## config.mk

```make
export PLATFORM = sky130hd
export DESIGN_NAME = systolic_skew_feeder_flat
export DESIGN_NICKNAME = d
export VERILOG_FILES = /design/src/rtl/systolic_skew_feeder_if.sv /design/src/rtl/systolic_skew_feeder.sv /design/src/flat_wrapper.sv
export SDC_FILE = /design/constraint.sdc
export NUM_CORES = 1
export LEC_CHECK = 0
export ABC_CLOCK_PERIOD_IN_PS = 3300
export BUFFER_PORTS_ARGS = -buffer_cell sky130_fd_sc_hd__buf_2
export CORE_ASPECT_RATIO = 1.5
export CORE_UTILIZATION = 52
export CTS_CLUSTER_SIZE = 30
export DETAILED_ROUTE_END_ITERATION = 10
export PLACE_DENSITY = 0.89
export SLEW_MARGIN = 20
export SYNTH_ARGS = -nofsm -noshare
export SYNTH_HDL_FRONTEND = slang
export SYNTH_SLANG_ARGS = --single-unit
```

## constraint.sdc

```tcl
create_clock -name clk_i -period 3.3 [get_ports clk_i]
set_clock_uncertainty 0.1 [all_clocks]
set_input_delay 0.33 -clock clk_i [delete_from_list [all_inputs] [get_ports clk_i]]
set_output_delay 0.33 -clock clk_i [all_outputs]
set_load 0.01 [all_outputs]
```

## src/rtl/systolic_skew_feeder_if.sv

```systemverilog
// systolic_skew_feeder_if: row-stream and lane-output bundle of the skew feeder.
//   master : drives start/num_rows/row_in/row_valid (buffer + sequencer side),
//            observes row_req/lane_out/lane_valid/busy/done.
//   slave  : the feeder itself (mirror directions).
//   Lane i of row_in/lane_out occupies bits [(i+1)*DATA_W-1 : i*DATA_W].
interface systolic_skew_feeder_if #(
   parameter int unsigned ARR_SIZE = 4,
   parameter int unsigned DATA_W   = 16,
   parameter int unsigned CNT_W    = 8
);
   logic                       start;
   logic [CNT_W-1:0]           num_rows;
   logic [ARR_SIZE*DATA_W-1:0] row_in;
   logic                       row_valid;
   logic                       row_req;
   logic [ARR_SIZE*DATA_W-1:0] lane_out;
   logic [ARR_SIZE-1:0]        lane_valid;
   logic                       busy;
   logic                       done;

   modport master (
      output start, num_rows, row_in, row_valid,
      input  row_req, lane_out, lane_valid, busy, done
   );

   modport slave (
      input  start, num_rows, row_in, row_valid,
      output row_req, lane_out, lane_valid, busy, done
   );
endinterface

```

## src/rtl/systolic_skew_feeder.sv

```systemverilog
// systolic_skew_feeder: re-times packed rows into a diagonal wavefront for the
// systolic array edge. Lane i is delayed by i extra cycles (latency i+1).
// A small FSM counts the rows of a pass, drains the skew chain and pulses done.
//   clk_i : clock, rising edge
//   rst_i : synchronous, active-high reset
//   bus   : systolic_skew_feeder_if.slave (row stream in, skewed lanes out,
//           start/num_rows control, row_req/busy/done status)
module systolic_skew_feeder #(
   parameter int unsigned ARR_SIZE = 4,
   parameter int unsigned DATA_W   = 16,
   parameter int unsigned CNT_W    = 8
) (
   input logic                   clk_i,
   input logic                   rst_i,
   systolic_skew_feeder_if.slave bus
);
   localparam int unsigned FlushW = $clog2(ARR_SIZE);

   typedef enum logic [1:0] {StIdle, StLoad, StFlush, StDone} state_e;

   state_e            state_q;
   logic [CNT_W-1:0]  rows_left_q;
   logic [FlushW-1:0] flush_cnt_q;
   logic              row_req_q;
   logic              busy_q;
   logic              done_q;
   logic              accept;

   // Only rows offered while loading are taken; everything else is a bubble.
   assign accept = (state_q == StLoad) && bus.row_valid;

   assign bus.row_req = row_req_q;
   assign bus.busy    = busy_q;
   assign bus.done    = done_q;

   // Control FSM; status outputs are registered alongside the state so they
   // always match the state they decode.
   always_ff @(posedge clk_i) begin
      if (rst_i) begin
         state_q     <= StIdle;
         rows_left_q <= '0;
         flush_cnt_q <= '0;
         row_req_q   <= 1'b0;
         busy_q      <= 1'b0;
         done_q      <= 1'b0;
      end else begin
         done_q <= 1'b0;
         unique case (state_q)
            StIdle: begin
               if (bus.start) begin
                  rows_left_q <= bus.num_rows;
                  busy_q      <= 1'b1;
                  if (bus.num_rows == '0) begin
                     state_q <= StDone;
                     done_q  <= 1'b1;
                  end else begin
                     state_q   <= StLoad;
                     row_req_q <= 1'b1;
                  end
               end
            end
            StLoad: begin
               if (bus.row_valid) begin
                  rows_left_q <= rows_left_q - 1'b1;
                  if (rows_left_q == CNT_W'(1)) begin
                     state_q     <= StFlush;
                     row_req_q   <= 1'b0;
                     flush_cnt_q <= FlushW'(ARR_SIZE - 1);
                  end
               end
            end
            StFlush: begin
               flush_cnt_q <= flush_cnt_q - 1'b1;
               if (flush_cnt_q == FlushW'(1)) begin
                  state_q <= StDone;
                  done_q  <= 1'b1;
               end
            end
            StDone: begin
               state_q <= StIdle;
               busy_q  <= 1'b0;
            end
            default: state_q <= StIdle;
         endcase
      end
   end

   // Skew chains: lane i holds i+1 stages; the last stage drives the output.
   for (genvar i = 0; i < ARR_SIZE; i++) begin : g_lane
      logic [DATA_W-1:0] data_q  [i+1];
      logic              valid_q [i+1];
      logic [DATA_W-1:0] inj_data;

      assign inj_data = accept ? bus.row_in[i*DATA_W +: DATA_W] : '0;

      always_ff @(posedge clk_i) begin
         if (rst_i) begin
            for (int s = 0; s <= i; s++) begin
               data_q[s]  <= '0;
               valid_q[s] <= 1'b0;
            end
         end else begin
            data_q[0]  <= inj_data;
            valid_q[0] <= accept;
            for (int s = 1; s <= i; s++) begin
               data_q[s]  <= data_q[s-1];
               valid_q[s] <= valid_q[s-1];
            end
         end
      end

      assign bus.lane_out[i*DATA_W +: DATA_W] = data_q[i];
      assign bus.lane_valid[i]                = valid_q[i];
   end
endmodule

```

## src/flat_wrapper.sv

```systemverilog
// flat-port wrapper written by rule: the top's interface ports become plain ports
module systolic_skew_feeder_flat 
#(
   parameter int unsigned ARR_SIZE = 4,
   parameter int unsigned DATA_W   = 16,
   parameter int unsigned CNT_W    = 8
)
  (clk_i, rst_i, bus_start, bus_num_rows, bus_row_in, bus_row_valid, bus_row_req, bus_lane_out, bus_lane_valid, bus_busy, bus_done);
  systolic_skew_feeder_if #(.ARR_SIZE(ARR_SIZE), .DATA_W(DATA_W), .CNT_W(CNT_W)) bus_i ();
  input logic clk_i;
  input logic rst_i;
  input wire logic [$bits(bus_i.start)-1:0] bus_start;
  input wire logic [$bits(bus_i.num_rows)-1:0] bus_num_rows;
  input wire logic [$bits(bus_i.row_in)-1:0] bus_row_in;
  input wire logic [$bits(bus_i.row_valid)-1:0] bus_row_valid;
  output wire logic [$bits(bus_i.row_req)-1:0] bus_row_req;
  output wire logic [$bits(bus_i.lane_out)-1:0] bus_lane_out;
  output wire logic [$bits(bus_i.lane_valid)-1:0] bus_lane_valid;
  output wire logic [$bits(bus_i.busy)-1:0] bus_busy;
  output wire logic [$bits(bus_i.done)-1:0] bus_done;
  assign bus_i.start = bus_start;
  assign bus_i.num_rows = bus_num_rows;
  assign bus_i.row_in = bus_row_in;
  assign bus_i.row_valid = bus_row_valid;
  assign bus_row_req = bus_i.row_req;
  assign bus_lane_out = bus_i.lane_out;
  assign bus_lane_valid = bus_i.lane_valid;
  assign bus_busy = bus_i.busy;
  assign bus_done = bus_i.done;
  systolic_skew_feeder #(.ARR_SIZE(ARR_SIZE), .DATA_W(DATA_W), .CNT_W(CNT_W)) u_core (.clk_i(clk_i), .rst_i(rst_i), .bus(bus_i));
endmodule
```

* Word level (Yosys, flattened, before mapping)
Memories as Yosys holds them, arrays and structs flattened.
Index checks and enable logic that the tools add are counted.
** Storage, ports and cells
- Memories :: 8
- Memory bits (writable) :: 170
- Bits in registers :: 15
- Input bits :: 76
** Operators by class
- Muxes and demuxes :: 52
- Bitwise operators :: 18
- Equal/unequal tests :: 10
- Reduce and logical (&&, ||, !) cells :: 13
- $add $sub $neg :: 2
** Memory list
- u_core.g_lane[3].data_q :: words 4, width 16, rd ports 4, clocked after Yosys merged registers in 0, write ports 4, RTL line systolic_skew_feeder.sv:90 : logic [DATA_W-1:0] data_q [i+1];
- u_core.g_lane[2].data_q :: words 3, width 16, rd ports 3, clocked after Yosys merged registers in 0, write ports 3, RTL line systolic_skew_feeder.sv:90
- u_core.g_lane[1].data_q :: words 2, width 16, rd ports 2, clocked after Yosys merged registers in 0, write ports 2, RTL line systolic_skew_feeder.sv:90
- u_core.g_lane[0].data_q :: words 1, width 16, rd ports 1, clocked after Yosys merged registers in 0, write ports 1, RTL line systolic_skew_feeder.sv:90
- u_core.g_lane[3].valid_q :: words 4, width 1, rd ports 4, clocked after Yosys merged registers in 0, write ports 4, RTL line systolic_skew_feeder.sv:91 : logic valid_q [i+1];
- u_core.g_lane[2].valid_q :: words 3, width 1, rd ports 3, clocked after Yosys merged registers in 0, write ports 3, RTL line systolic_skew_feeder.sv:91
- 2 more memories
** Operators by type and width (number)
- 16-bit two-way mux :: 14
- 1-bit two-way mux :: 23
- 1-bit OR :: 18
- 8-bit two-way mux :: 2
- 8-bit one-hot mux with 2 select lines :: 1
- 16-bit OR reduction :: 1
- 2-bit two-way mux :: 7
- 8-bit by 1-bit equality test with 1-bit output, second input constant :: 1
- 8-bit zero test :: 1
- 2-bit inequality test, second input constant :: 4
- 2-bit one-hot mux with 4 select lines :: 1
- 8-bit by 1-bit subtractor with 8-bit output, second input constant :: 1
- 1-bit one-hot mux with 2 select lines :: 3
- 3-bit AND reduction :: 2
- 2-bit nonzero test :: 3
- 5-bit AND reduction :: 1
- 2-bit by 1-bit equality test with 1-bit output, second input constant :: 2
- 2-bit equality test, second input constant :: 2
- 2-bit one-hot mux with 2 select lines :: 1
- 4-bit AND reduction :: 1
- 2-bit zero test :: 1
- 2-bit by 1-bit inequality test with 1-bit output, second input constant :: 1
- 2-bit AND reduction :: 1
- 2-bit by 1-bit subtractor with 2-bit output, second input constant :: 1
- other kinds (2) :: 2

* Logic depth before layout (Yosys ltp)
- Word-level depth :: 4
- Gate-level depth with buffers :: 8

* Worst setup path after synthesis
Ideal clock, no wire load.
- Kind :: reg2reg
- Start point :: register u_core.state_q[1]
- End point :: register u_core.row_req_q, in the netlist u_core.bus.row_req
- Required time :: 3084 ps
- Library setup time :: 116 ps
- Period minus slack after synthesis :: 1999 ps
- Cell stages (with the launch flop) :: 8
- Slack :: 1301 ps
- Arrival :: 1784 ps
- Cell sequence :: dfxtp_1 -> inv_1 -> ha_1 -> buf_2 -> nand2b_1 -> o211ai_1 -> or4_1 -> a31o_1
** On the way
- Cells in the longest elaborated chain, start to end :: 3
** RTL lines
- start, declared :: RTL line systolic_skew_feeder.sv:21 : state_e state_q;
- start signal, assigned :: RTL line systolic_skew_feeder.sv:40 : state_q <= StIdle;
- start signal, assigned :: RTL line systolic_skew_feeder.sv:54 : state_q <= StDone;
- start signal, assigned :: RTL line systolic_skew_feeder.sv:57 : state_q <= StLoad;
- 2-bit by 1-bit equality test with 1-bit output or 2-bit zero test (tied branches) :: RTL line systolic_skew_feeder.sv:48 : unique case (state_q)
- 2-bit inequality test (no source line) or 2-bit nonzero test (tied branches)
- 5-bit AND reduction (no source line)
- end signal, assigned :: RTL line systolic_skew_feeder.sv:43 : row_req_q <= 1'b0;
- end signal, assigned :: RTL line systolic_skew_feeder.sv:58 : row_req_q <= 1'b1;
- end signal, assigned :: RTL line systolic_skew_feeder.sv:67 : row_req_q <= 1'b0;
- end, declared :: RTL line systolic_skew_feeder.sv:24 : logic row_req_q;
Several ways; a longest one is shown, not always the timed one.
A chain may end at the register's enable or synchronous reset.

* Worst setup path in the final report
Ends and elaborated chain as after synthesis.

==> flow_summary.toml <==
[die]
design.die.area_sq_um = 11400
design.portCount = 147
number_of_rows_created_at_floorplan = 46
die_x_microns = 87.6
die_h_microns = 130
initial_core_util_pct = 53.6
core_area_sq_um = 10600

[grt]
grt_antenna_before_repair = 0
grt-ovfl-total = 0
grt_start_max_net_pins = 96
grt_pass1_vias = 3144
grtUsageTotal_pct = 16.3
first_pass_grt_wire_length_microns = 14000

[outcome]
outcome = "finished clean"

[timing]
slew_headroom_pct = 39.7
hold_violations = 0
max_clock_freq_mhz = 370
fin_crit_sh_pct = 81.9
timing.final.max_slew_violations = 0
setup_viol_count_final = 0
worstMarginPinSlew_ns = 0.904
postLayoutSetupSlackWorst_ns = 0.598
grt_setup_unrepaired = "no"
finalCriticalPeriod_ns = 2.70
fin_tns_setup_ns = 0

[clock_network]
cts.clk_slew.worst_paths_ns = 0.07
cts_post_setup_buffers_inserted = 0
ctsHtreeMaxLevel = 4
clk_root_buffer_cell = "sky130_fd_sc_hd__clkbuf_16"
cts.sinks = 179
clock_tree_buffer_depth = 2
clock_latency_ns = 0.41
cts-buffers-inserted = 17
cts_tree = "yes"

[logic_synthesis]
compound_gate_portion_of_the_synthesized_area_pct = 4.29
number_of_warnings_printed_during_yosys_synthesis = 0
mappedNetlistNets = 596
synth_edf_count = 0
synth_xor_area_share_pct = 0
async_flop_share_pct = 0
simple_gate_area_share_of_the_yosys_netlist_pct = 22.0
mappedNetlistArea_sq_um = 5710
synth_seq_area_share_pct = 62.7
ys_seq_elements = 179
synth_area_leaders = "sky130_fd_sc_hd__dfxtp_1 63%, sky130_fd_sc_hd__nor2b_1 11%, sky130_fd_sc_hd__and2_1 7.0%, sky130_fd_sc_hd__buf_4 6.8%, sky130_fd_sc_hd__ha_1 1.5%"
synthesis.area_per_instance_sq_um = 11.1
synth_top_cell_area_share_pct = 62.7
synth.lib_cells_used.distinct = 44
synth.mux.area_fraction_pct = 0.350
largest_family_of_logic_cells_by_synthesized_area = "simple AND/OR/NAND/NOR gates"
post_synth_fa_ha_maj_area_fraction_pct = 1.53
synthFlopType = "sky130_fd_sc_hd__dfxtp_1"
synth_instances = 513
synth_top_area_cell = "sky130_fd_sc_hd__dfxtp_1"

[routing]
detail_route.first_pass.iterations = 5
via_per_inst = 4.45
drt_drc_violations_left = 0
antenna_left = 0
wirelength_microns = 9240
routed-via-count = 3401
wl_per_cell_microns = 12.1
drt_iter0_drc = 127

[worst_setup_path]
critPathRequiredTime_ns = 3.51
cp_data_arrival_time_ns = 2.91
worst_setup_path_end_kind = "flop"
top_fanout_value_on_the_critical_path = 27
critPathSlowestCell = "sky130_fd_sc_hd__ha_1"
setup.worst_path.class = "reg2reg"
worst_setup_path_start_kind = "flop"
cpPeakStageDelay_ns = 0.76
worst-path-buf-inv = 1
worstSetupPathDepth = 5
critical_path.cell_chain = "inv_1 -> ha_1 -> o211ai_1 -> or4_1 -> a31o_1"
reg2regPathDepth = 5
crit_family = "adder cells"

[layout]
area_growth_from_synthesis_to_final_layout_pct = 18.6
antenna_cells = 0
most_frequent_standard_cell_in_the_layout_excluding_fill_and_tap_cells = "sky130_fd_sc_hd__dfxtp_1"
commonest_cells_after_routing_fill_and_taps_aside = "179 x sky130_fd_sc_hd__dfxtp_1, 145 x sky130_fd_sc_hd__buf_2, 102 x sky130_fd_sc_hd__nor2b_1, 64 x sky130_fd_sc_hd__and2_1, 17 x sky130_fd_sc_hd__clkbuf_16"
finalNetCount = 691
fill_cells = 864
drive_gt1_share_pct = 30.3
layout.core_utilization_pct = 63.6

[place]
io_buffers = 146
place_ws_ns = 0.592
dp_hpwl_microns = 6320
gp_congestion = 0.789

[power_and_ir_drop]
combinationalPowerShare_pct = 13.8
static-leakage-power_uw = 0.00311
design_power_total_uw = 5050
power.switching_fraction_pct = 25.4
power.net_switching_uw = 1280
internal_power_uw = 3770
sequentialPowerShare_pct = 47.4
power_per_cell_area_nw_per_um2 = 746
worst_ir_drop_vdd_v = 0.000440
power.share.clock_pct = 38.7

[job]
cap_violations = 0

[hold_path]
hp-class = "in2reg"
timing.hold.worst_path_depth = 2
synthesized netlist by cell type (all sizes together) (3+ instances only):
library cell    n
ha              7
o21ai           5
a21oi           9
nor2b         102
nand2b          3
nand2          10
nor2            8
and2           64
buf            55
a211oi          4
clkbuf         19
nor4            3
dfxtp         179
inv            12
path summary, 6_finish.rpt:
| check | end | slack, ns | startpoint |
|---|---|---|---|
| worst max-delay path | u_core.bus.row_req | 0.60 | u_core.state_q[1] |
| worst min-delay path | u_core.g_lane[0].data_q[0][3] | 0.02 | bus_row_in[3] |
| worst max register to register | u_core.bus.row_req | 0.60 | u_core.state_q[1] |
| worst min register to register | u_core.g_lane[2].data_q[0][20] | 0.33 | u_core.g_lane[2].data_q[0][4] |
layer usage:
layer	part of all wire, %	track usage (%)	up-vias
li1	-	-	1755
met1	40	17.8	1526
met2	52	27.5	103
met3	6.0	6.26	17
met4	1.9	7.81	0
met5	0	0	-
sequential cells by signal (all words and copies together), names as in the netlist:
name	count
u_core.g_lane.data_q	160
u_core.flush_cnt_q	2
u_core.g_lane.valid_q	4
u_core.bus.row_req	1
u_core.bus.done	1
u_core.state_q	2
u_core.rows_left_q	8
u_core.bus.busy	1
through the flow:
stage / instances / area [sq um] / hold WS [ns]
2_1_floorplan: 513 / 5710 / 0.314
4_1_cts: 765 / 6780 / 0.000719
3_3_place_gp: 731 / 6170 / 0.316
3_5_place_dp: 731 / 6170 / 0.321
5_1_grt: 765 / 6780 / 0.00374
6_report: 765 / 6780 / 0.0167
cells by family (layout without fill, tap and decap cells):
group	after synthesis	after routing
fa+ha+maj	7	7
mux	2	2
compound gates	34	34
buf+inv	86	194
simple gates	205	205
flops	179	179
power groups by stage:
stage | Clock (uW) | Sequential (uW) | Combinational [uW]
final | 1960 | 2400 | 699
after CTS | 1990 | 2390 | 702
after floorplan | 0 | 2430 | 513
after detailed placement | 0 | 2440 | 694
after global placement | 0 | 2430 | 652
after global routing | 2090 | 2410 | 783
worst reg2reg max path, delay by kind of cell, from the launching register on:
kind,cells,cell delay (ns)
and+or+nand+nor,1,0.62
DFF,1,0.33
adders and majority gates,1,0.76
buffers and inverters,1,0.11
AOI/OAI and AO/OA,2,0.69
final cells by class:
cell class	count	area (sq um)	share of cell area, %
Sequential cell	179	3580	52.9
Clock inverter	13	148	2.18
Timing Repair Buffer	150	768	11.3
Clock buffer	19	443	6.54
Inverter	12	45.0	0.665
Tap cell	144	180	2.66
Multi-Input combinational cell	248	1610	23.7
repair_timing:
| action | 4_1_cts | 5_1_grt |
|---|---|---|
| hold endpoints to repair | 2 | 0 |
| gates resized for setup | 0 | 0 |
| hold buffers | 2 | 0 |
Power figures use the tool's default switching activity.
